File: src/rtl/ccff_loader_pkg.sv
// Shared types and helpers for the configuration-chain loader.
package ccff_loader_pkg;

  typedef enum logic [1:0] {
    ST_IDLE   = 2'd0,
    ST_LOAD   = 2'd1,
    ST_VERIFY = 2'd2,
    ST_FINISH = 2'd3
  } state_e;

  localparam int CNT_W_DEF = 16;

  // Number of bitstream words needed to fill the chain once.
  function automatic int WORDS_PER_PASS(input int chain_len, input int word_w);
    return (chain_len + word_w - 1) / word_w;
  endfunction

endpackage

File: src/rtl/ccff_chain_loader_piso.sv
// Word holding register: parallel load, LSB-first shift, tracks how many
// bits are still valid so a truncated final word never shifts its upper bits.
module ccff_word_piso #(
  parameter int WORD_W = 8,
  parameter int BC_W   = $clog2(WORD_W + 1)
) (
  input  logic              prog_clk,
  input  logic              pReset_n,
  input  logic              load_i,
  input  logic [WORD_W-1:0] load_data_i,
  input  logic [BC_W-1:0]   load_bits_i,
  input  logic              shift_i,
  input  logic              flush_i,
  output logic              bit_o,
  output logic              empty_o,
  output logic              last_o
);

  logic [WORD_W-1:0] data_q, data_d;
  logic [BC_W-1:0]   cnt_q, cnt_d;

  // Next holding-register contents: flush beats load, load beats plain shift.
  always_comb begin
    data_d = data_q;
    cnt_d  = cnt_q;
    if (flush_i) begin
      data_d = '0;
      cnt_d  = '0;
    end else if (load_i) begin
      data_d = load_data_i;
      cnt_d  = load_bits_i;
    end else if (shift_i) begin
      data_d = data_q >> 1;
      cnt_d  = cnt_q - BC_W'(1);
    end else begin
      data_d = data_q;
      cnt_d  = cnt_q;
    end
  end

  // Holding register and valid-bit count.
  always_ff @(posedge prog_clk or negedge pReset_n) begin
    if (!pReset_n) begin
      data_q <= '0;
      cnt_q  <= '0;
    end else begin
      data_q <= data_d;
      cnt_q  <= cnt_d;
    end
  end

  assign bit_o   = data_q[0];
  assign empty_o = (cnt_q == BC_W'(0));
  assign last_o  = (cnt_q == BC_W'(1));

endmodule

File: src/rtl/ccff_chain_loader.sv
// Configuration-chain controller: serialises bitstream words onto ccff_head,
// gates the chain clock, and optionally verifies ccff_tail on a second pass.
module ccff_chain_loader
  import ccff_loader_pkg::*;
#(
  parameter int CHAIN_LEN = 20,
  parameter int WORD_W    = 8,
  parameter int CNT_W     = CNT_W_DEF
) (
  input  logic              prog_clk,
  input  logic              pReset_n,
  input  logic              start,
  input  logic              verify,
  input  logic              abort,
  input  logic              s_valid,
  output logic              s_ready,
  input  logic [WORD_W-1:0] s_data,
  output logic              ccff_head,
  output logic              chain_clk_en,
  input  logic              ccff_tail,
  output logic              busy,
  output logic              done,
  output logic              err,
  output logic [CNT_W-1:0]  mismatch_cnt
);

  localparam int BC_W = $clog2(WORD_W + 1);

  state_e           state_q, state_d;
  logic             verify_q, verify_d;
  logic             err_q, err_d;
  logic [CNT_W-1:0] mm_q, mm_d;
  logic [CNT_W-1:0] bit_cnt_q, bit_cnt_d;
  logic [CNT_W-1:0] ld_cnt_q, ld_cnt_d;   // bits already loaded this pass

  logic             p_bit_s, p_empty_s, p_last_s;
  logic             active_s, shift_s, pass_end_s, accept_s;
  logic [CNT_W-1:0] rem_s;
  logic [BC_W-1:0]  load_bits_s;

  assign active_s   = ((state_q == ST_LOAD) || (state_q == ST_VERIFY)) && !abort;
  assign shift_s    = active_s && !p_empty_s;
  assign pass_end_s = shift_s && (bit_cnt_q == CNT_W'(CHAIN_LEN - 1));
  assign rem_s      = CNT_W'(CHAIN_LEN) - ld_cnt_q;
  assign load_bits_s = (rem_s >= CNT_W'(WORD_W)) ? BC_W'(WORD_W) : BC_W'(rem_s);
  // Refill when empty, or in the same cycle the last valid bit leaves.
  assign s_ready    = active_s && (ld_cnt_q != CNT_W'(CHAIN_LEN)) &&
                      (p_empty_s || (p_last_s && shift_s));
  assign accept_s   = s_valid && s_ready;

  ccff_word_piso #(.WORD_W(WORD_W), .BC_W(BC_W)) u_piso (
    .prog_clk    (prog_clk),
    .pReset_n    (pReset_n),
    .load_i      (accept_s),
    .load_data_i (s_data),
    .load_bits_i (load_bits_s),
    .shift_i     (shift_s),
    .flush_i     (abort),
    .bit_o       (p_bit_s),
    .empty_o     (p_empty_s),
    .last_o      (p_last_s)
  );

  // Next-state, counters, compare and sticky error; abort overrides all.
  always_comb begin
    state_d   = state_q;
    verify_d  = verify_q;
    err_d     = err_q;
    mm_d      = mm_q;
    bit_cnt_d = bit_cnt_q;
    ld_cnt_d  = ld_cnt_q;
    case (state_q)
      ST_IDLE: begin
        if (start && !abort) begin
          state_d   = ST_LOAD;
          verify_d  = verify;
          err_d     = 1'b0;
          mm_d      = '0;
          bit_cnt_d = '0;
          ld_cnt_d  = '0;
        end else begin
          state_d = ST_IDLE;
        end
      end
      ST_LOAD, ST_VERIFY: begin
        if (accept_s) begin
          ld_cnt_d = ld_cnt_q + CNT_W'(load_bits_s);
        end else begin
          ld_cnt_d = ld_cnt_q;
        end
        if (shift_s) begin
          bit_cnt_d = bit_cnt_q + CNT_W'(1);
        end else begin
          bit_cnt_d = bit_cnt_q;
        end
        if ((state_q == ST_VERIFY) && shift_s && (ccff_tail != p_bit_s)) begin
          err_d = 1'b1;
          mm_d  = (mm_q == {CNT_W{1'b1}}) ? mm_q : mm_q + CNT_W'(1);
        end else begin
          mm_d  = mm_q;
        end
        if (pass_end_s) begin
          bit_cnt_d = '0;
          ld_cnt_d  = '0;
          state_d   = ((state_q == ST_LOAD) && verify_q) ? ST_VERIFY : ST_FINISH;
        end else begin
          state_d   = state_q;
        end
      end
      ST_FINISH: state_d = ST_IDLE;
      default:   state_d = ST_IDLE;
    endcase
    if (abort) begin
      state_d   = ST_IDLE;
      bit_cnt_d = '0;
      ld_cnt_d  = '0;
      if (state_q != ST_IDLE) begin
        err_d = 1'b1;
      end else begin
        err_d = err_q;
      end
    end else begin
      ld_cnt_d = ld_cnt_d;
    end
  end

  // Controller state registers.
  always_ff @(posedge prog_clk or negedge pReset_n) begin
    if (!pReset_n) begin
      state_q   <= ST_IDLE;
      verify_q  <= 1'b0;
      err_q     <= 1'b0;
      mm_q      <= '0;
      bit_cnt_q <= '0;
      ld_cnt_q  <= '0;
    end else begin
      state_q   <= state_d;
      verify_q  <= verify_d;
      err_q     <= err_d;
      mm_q      <= mm_d;
      bit_cnt_q <= bit_cnt_d;
      ld_cnt_q  <= ld_cnt_d;
    end
  end

  assign ccff_head    = shift_s & p_bit_s;
  assign chain_clk_en = shift_s;
  assign busy         = (state_q != ST_IDLE);
  assign done         = (state_q == ST_FINISH) && !err_q && !abort;
  assign err          = err_q;
  assign mismatch_cnt = mm_q;

endmodule

File: config.mk
export PLATFORM = sky130hd
export DESIGN_NAME = ccff_chain_loader
export DESIGN_NICKNAME = d
export VERILOG_FILES = /design/src/rtl/ccff_loader_pkg.sv /design/src/rtl/ccff_chain_loader_piso.sv /design/src/rtl/ccff_chain_loader.sv
export SDC_FILE = /design/constraint.sdc
export NUM_CORES = 1
export LEC_CHECK = 0
export ABC_AREA = 1
export ABC_CLOCK_PERIOD_IN_PS = 5500
export BUFFER_PORTS_ARGS = -buffer_cell sky130_fd_sc_hd__buf_2
export CELL_PAD_IN_SITES_DETAIL_PLACEMENT = 0
export CELL_PAD_IN_SITES_GLOBAL_PLACEMENT = 2
export CORE_ASPECT_RATIO = 0.5
export CORE_MARGIN = 5
export CORE_UTILIZATION = 38
export CTS_BUF_LIST = sky130_fd_sc_hd__clkbuf_4 sky130_fd_sc_hd__clkbuf_8
export CTS_CLUSTER_DIAMETER = 100
export CTS_CLUSTER_SIZE = 8
export DETAILED_ROUTE_END_ITERATION = 12
export GPL_TIMING_DRIVEN = 0
export PLACE_DENSITY = 0.94
export SLEW_MARGIN = 20
export SYNTH_ARGS = -nofsm -noshare
export SYNTH_HDL_FRONTEND = slang
export SYNTH_HIERARCHICAL = 1
export SYNTH_SLANG_ARGS = --single-unit
File: constraint.sdc
create_clock -name prog_clk -period 5.5 [get_ports prog_clk]
set_input_delay 0.55 -clock prog_clk [delete_from_list [all_inputs] [get_ports prog_clk]]
set_output_delay 0.55 -clock prog_clk [all_outputs]
set_load 0.02 [all_outputs]
==> qor.txt, run 1 <==
Status: finished clean
IO Count: 37
Drt first-iter violations: 246
Gr usage total: 0.1650
Post-DP HPWL: 8429 µm
Highest-delay cell along the critical path: dfrtp_1
Synth Instances: 604
Worst path cell trace: inv_1 -> ha_1 -> inv_1 -> nand2_1 -> nand2_2 -> nand2_4 -> nand2_2 -> o21ai_1 -> o2111ai_1 -> a2111oi_0 -> nand4_1 -> nor2_1 -> inv_1 -> fa_1 -> nor2_1 -> o21ai_2 -> nand2_4 -> nand2_2 -> o21ai_2 -> nand2_1 -> nand2_1 -> inv_1
Post-synth EDFFs: 0
Total Neg Setup Slack: 0 ns
Final setup violation count: 0
Number of setup buffers added after CTS: 0
CTS clk-pin slew, worst paths: 0.07 ns
Die X: 160.6 µm
Switching Share: 0.2820
Synth top area share: 0.3719
Crit path time final: 3.970 ns
Site Rows: 27
Pin count of the biggest net entering global routing: 54
Post-cts hold buffer count: 0
Drc violations: 0
RSZ-0062 raised after global routing: false
Antenna violations before repair: 0
Ys async rst share: 1.000
CTS Buf Count: 9
Top_reg_cell synth: dfrtp_1
Slew margin rel.: 0.6119
N_diodes: 0
Final hold violations: 0
Reg-to-reg slack, setup: 1.53 ns
Worst setup margin: 1.530 ns
Starting density of the core: 0.3899
Crit-path max cell delay: 0.41 ns
Fin nets: 681
Routability congestion estimate: 0.8467
Worst skew pair latency: 0.34 ns
Arrival time of the worst setup path: 4.21 ns
Average cell area after synthesis: 7.130 µm²
Cells after DPL: 786
Critical register-to-register path endpoint: ld_cnt_q[8]
Drt wl/cell: 13.51 µm
Clock Path Buffers: 2
CP Capture Type: register
CTS tree: yes
Pwr/cell area: 202.5 nW/µm²
Hold Crit Class: in -> async
Synthesized Nets: 633
Max FO, Critical Path: 10
Clock power frac: 0.376
Tightest Pin Transition: 0.5800 ns
ANT nets after route: 0
Worst EP required: 5.74 ns
Core ar.: 11050 µm²
P_leak: 2.459 nW
Area contributors post-synth: dfrtp_1, nand2_1, inv_1
WL final: 10840 µm
First-pass GRT wire length: 18590 µm
Worst ir drop on vdd: 156.0 µV
Fill cell count: 1096
Vias in the first global route: 3894
Bufs and invs on worst path: 4
Cts repair resizes: 0
H-Tree Depth: 3
Critical Path Source Type: register
Cell Int Power: 0.7090 mW
Synth area leader: dfrtp_1
First-pass DRT Iterations: 4
Final Skew: 0.006001 ns
Yosys warnings: 6
Final hold slack: 0.04895 ns
Die area: 13690 µm²
CP delay by family, top: simple AND/OR/NAND/NOR gates
Power Total: 0.9875 mW
Area growth syn-to-layout: 13.22%
Final slew viol count: 0
Clock Sinks: 64
Tcrit/Tclk final: 0.7219
Crit-path most repeated cell: inv_1
Final std cells w/o fill: 802
Root buffer cell: clkbuf_8
Logic pwr share: 0.128
IO Port Bufs: 36
Dpl ws: 1.630 ns
Worst r2r src: ld_cnt_q[1]
Sequential share of the synthesized area: 0.3719
Via count: 4005
Syn Std Cell Area: 4307 µm²
Worst setup path class: reg -> reg
Reg2Reg Depth: 22
Grt total ovfl: 0
Number of synthesized register bits: 64
Share of layout cells above drive strength 1: 0.1674
Synth unique cells: 46
Register share of total power: 0.495
Die Height: 85.28 µm
Achievable Freq: 251.9 MHz
MaxCap Viol Count: 0
Sw Pwr: 0.2785 mW
Via density: 4.994
==> worst register-to-register path: cells and delay by family, from the launching register on <==
| kind | cells | cell delay (ns) |
|---|---|---|
| buffers and inverters | 4 | 0.38 |
| adders and majority gates | 2 | 0.62 |
| AOI/OAI and AO/OA | 5 | 0.93 |
| DFF | 1 | 0.41 |
| and+or+nand+nor | 11 | 1.52 |
==> how the worst max path moves through the flow <==
stage / startpoint / to / slack, ns / cells past startpoint
final: ld_cnt_q[1] / ld_cnt_q[8] / 1.53 / 22
after global routing: ld_cnt_q[1] / ld_cnt_q[14] / 1.10 / 20
after CTS: ld_cnt_q[1] / ld_cnt_q[8] / 1.61 / 22
after detailed placement: ld_cnt_q[1] / ld_cnt_q[14] / 1.63 / 20
after global placement: ld_cnt_q[0] / ld_cnt_q[14] / 1.63 / 20
after floorplan: ld_cnt_q[1] / ld_cnt_q[8] / 2.34 / 22
==> cell usage after synthesis, drive strengths merged, types with 2 or more instances <==
master	instances
a221oi	3
xor2	2
a211oi	5
nand3	46
nor3	17
nand2	150
o211ai	2
a21oi	27
ha	13
inv	94
o2111ai	2
nor4	6
nand4	15
o21ai	52
or2	8
buf	7
nor2	75
dfrtp	64
and3	2
o22ai	4
==> cells by family after synthesis <==
kind of cell / share of synthesized area
xor+xnor: 0.004068
compound gates: 0.1334
fa+ha+maj: 0.04242
flops: 0.3719
simple gates: 0.3504
buf+inv: 0.09791
==> through the flow <==
stage               area (µm²)    util
CTS                       4876  0.4414
global route              4876  0.4414
global placement          4668  0.4226
detailed placement        4698  0.4253
finish                    4876  0.4414
floorplan                 4307       -
==> per-layer routing <==
layer	global-route usage	wire [µm]
met1	0.2236	5461
met2	0.2680	4743
met3	0.04124	515
met4	0.03747	117
met5	0	0
==> power by group through the flow <==
| stage | Clock [mW] | Combinational (mW) | Sequential, mW |
|---|---|---|---|
| finish | 0.372 | 0.127 | 0.489 |
| global route | 0.412 | 0.145 | 0.491 |
| CTS | 0.384 | 0.129 | 0.489 |
| detailed placement | 0 | 0.128 | 0.498 |
| global placement | 0 | 0.125 | 0.498 |
| floorplan | 0 | 0.0763 | 0.501 |
==> layout make-up <==
type	count	area [µm²]	area share
multi-input cells	437	2283	0.4683
inverters	95	364.1	0.07467
flip-flops and latches	64	1602	0.3285
clock buffers	13	160.2	0.03285
well taps	145	181.4	0.03721
clock inverters	3	17.52	0.003593
repair buffers	37	210.2	0.04311
plain buffers	8	57.56	0.01180
==> layout by cell type, fill, tap and decap left out, drive strengths merged, types with 2 or more instances in the layout <==
cell type / count
inv: 94
nor4: 6
ha: 13
nand2: 150
xor2: 2
o211ai: 2
o21ai: 52
a221oi: 3
a211oi: 5
buf: 44
o2111ai: 2
clkinv: 3
nor3: 17
nand4: 15
o22ai: 4
or2: 8
and3: 2
a21oi: 27
dfrtp: 64
nand3: 46
nor2: 75
clkbuf: 14
==> registers in the layout, summed over array words and instances (netlist names) <==
signal and count:
verify_q 1, u_piso/cnt_q 4, state_q 2, err 1
bit_cnt_q 16, ld_cnt_q 16, u_piso/data_q 8, mismatch_cnt 16
Power figures use the tool's default switching activity.
==> inputs of run 2 (changes only) <==
ABC_CLOCK_PERIOD_IN_PS = 3300   (was 5500)
CORE_UTILIZATION = 32   (was 38)
PLACE_DENSITY = 0.85   (was 0.94)
clock period = 3.3 ns   (was 5.5 ns; I/O delays follow)
==> qor.txt, run 2 (same netlist as run 1, synthesis figures left out) <==
Final hold violations: 0 (unchanged)
Final setup violation count: 0 (unchanged)
Switching Share: 0.2807 (-0.001341)
CTS clk-pin slew, worst paths: 0.08 ns (about the same)
Clock Sinks: 64 (unchanged)
Most common cell after layout, fill and taps aside: nand2_1
Post-DP HPWL: 8806 µm (+4.5%)
Cell Int Power: 1.254 mW (+77%)
Commonest cells after routing, fill and taps aside: nand2_1, inv_1, nor2_1, dfrtp_1, nand3_1
Die X: 174.1 µm (+8.4%)
Via density: 4.789 (-4.1%)
Drt first-iter violations: 184 (-25%)
Final std cells w/o fill: 867 (+8.1%)
Clock Path Buffers: 2 (unchanged)
Area growth syn-to-layout: 25.80%
Sw Pwr: 0.4892 mW (+76%)
Routability congestion estimate: 0.8392 (-0.89%)
Total Neg Setup Slack: 0 ns (unchanged)
Vias in the first global route: 4043 (+3.8%)
Core ar.: 12920 µm² (+17%)
P_leak: 2.692 nW (+9.5%)
Post-DP Area: 4722 µm² (+0.51%)
Drc violations: 0 (unchanged)
Hold Crit Class: in -> reg
Worst EP required: 3.55 ns (-2.19 ns)
Worst skew pair latency: 0.35 ns (about the same)
Cells after DPL: 811 (+3.2%)
Drt wl/cell: 13.62 µm (+0.83%)
CP Capture Type: register
Tightest Pin Transition: 0.5309 ns (-0.04907 ns)
Share of layout cells above drive strength 1: 0.2582 (+0.09082)
Finished layout cell area: 5418 µm² (+11%)
Final slew viol count: 0 (unchanged)
Grt total ovfl: 0 (unchanged)
Logic pwr share: 0.123 (-0.005)
Die area: 16020 µm² (+17%)
H-Tree Depth: 3 (unchanged)
WL final: 11810 µm (+9.0%)
Antenna violations before repair: 0 (unchanged)
Site Rows: 29 (+7.4%)
Status: finished clean
Final hold slack: 0.2012 ns (+0.1522 ns)
IO Port Bufs: 36 (unchanged)
Starting density of the core: 0.3334 (-0.05645)
Fin nets: 721 (+5.9%)
Max FO, Critical Path: 6 (-4)
First-pass GRT wire length: 20000 µm (+7.6%)
Crit path time final: 3.227 ns (-0.7433 ns)
Clock power frac: 0.409 (+0.033)
IO Count: 37 (unchanged)
CTS Buf Count: 9 (unchanged)
Register share of total power: 0.468 (-0.027)
ANT nets after route: 0 (unchanged)
Arrival time of the worst setup path: 3.48 ns (-0.73 ns)
Pwr/cell area: 321.7 nW/µm² (+59%)
Tcrit/Tclk final: 0.9778 (+0.2560)
Pin count of the biggest net entering global routing: 40 (-26%)
RSZ-0062 raised after global routing: true
Worst setup path class: reg -> reg
Critical Path Source Type: register
Via count: 4152 (+3.7%)
Die Height: 92.03 µm (+7.9%)
MaxCap Viol Count: 0 (unchanged)
Worst ir drop on vdd: 230.4 µV (+48%)
N_diodes: 0 (unchanged)
First-pass DRT Iterations: 4 (unchanged)
Slew margin rel.: 0.6448 (+0.03284)
Final Skew: 0.007895 ns (+0.001894 ns)
Root buffer cell: clkbuf_8
Gr usage total: 0.1502 (-0.01483)
Achievable Freq: 309.9 MHz (+23%)
CTS tree: yes
[run 2: cell types whose count changed in the layout (fill, tap and decap cells not counted), moves of 3 or more]
cell / change
buf_4: +37
clkbuf_4: -3
dfrtp_1: -5
dfrtp_2: +5
inv_1: -8
inv_2: +3
nand2_2: -4
nand2_4: +6
nor2_1: -4
nor2_4: +3
[run 2: cell type report]
type                            count  area [µm²]
Fill cell                        1361        7500
Multi-Input combinational cell    437        2437
Sequential cell                    64        1608
Timing Repair Buffer               77       513.0
Inverter                           95       382.9
Tap cell                          170       212.7
Clock buffer                       11       151.4
Buffer                              8       57.56
Clock inverter                      5       55.05
[run 2: routing by layer]
metal | vias to the layer above | global-route usage | wire length (µm)
li1 | 2156 | - | -
met5 | - | 0 | 0
met1 | 1930 | 0.2122 | 6141
met2 | 58 | 0.2387 | 5198
met4 | 0 | 0.03160 | 87
met3 | 8 | 0.03205 | 384
[run 2: path summary, 6_finish.rpt]
path	from	endpoint	slack (ns)	cells after the start
setup / recovery	ld_cnt_q[1]	ld_cnt_q[8]	0.07	22
hold / removal	verify	verify_q	0.20	3
min in group asynchronous	pReset_n	mismatch_cnt[5]	0.44	2
setup reg to reg	ld_cnt_q[1]	ld_cnt_q[8]	0.07	22
hold reg to reg	u_piso/data_q[7]	u_piso/data_q[7]	0.47	2
max in group asynchronous	pReset_n	ld_cnt_q[2]	2.31	3
[run 2: power groups by stage]
stage | sequential, mW | clock (mW) | combinational, mW
after floorplan | 0.835 | 0 | 0.127
after global placement | 0.830 | 0 | 0.208
after detailed placement | 0.831 | 0 | 0.213
after CTS | 0.815 | 0.737 | 0.216
after global routing | 0.818 | 0.765 | 0.247
final | 0.815 | 0.713 | 0.214
[run 2: worst max-delay path, cell delays in order, from the launching register on]
cell	delay, ns
dfrtp_1	0.40
inv_2	0.09
ha_4	0.16
inv_4	0.04
nand2_4	0.08
nand2_4	0.05
nand2_4	0.10
buf_6	0.11
o211ai_1	0.11
a2111oi_2	0.36
nand4_1	0.16
buf_6	0.17
nor2_4	0.13
inv_2	0.05
fa_2	0.40
nor2_2	0.13
o21ai_2	0.08
nand2_4	0.12
nand2_4	0.05
o21ai_2	0.15
nand2_1	0.08
nand2_1	0.06
inv_1	0.03
[run 2: repair_timing]
| action | in CTS | in global routing |
|---|---|---|
| endpoints found under the setup margin | 15 | 13 |
| endpoints found under the hold margin | 25 | 0 |
| pin swaps | 4 | 18 |
| hold buffers | 1 | 0 |
| gates resized for setup | 14 | 40 |
| setup buffers | 9 | 30 |
[run 2: stage by stage]
stage / utilization / power (mW) / setup WS, ns
final: 0.4194 / 1.743 / 0.07311
after global placement: 0.3638 / 1.039 / -0.5878
after detailed placement: 0.3656 / 1.043 / -0.6390
after global routing: 0.4194 / 1.829 / -0.1052
after floorplan: - / 0.9626 / 0.1398
after CTS: 0.3902 / 1.768 / 0.004035
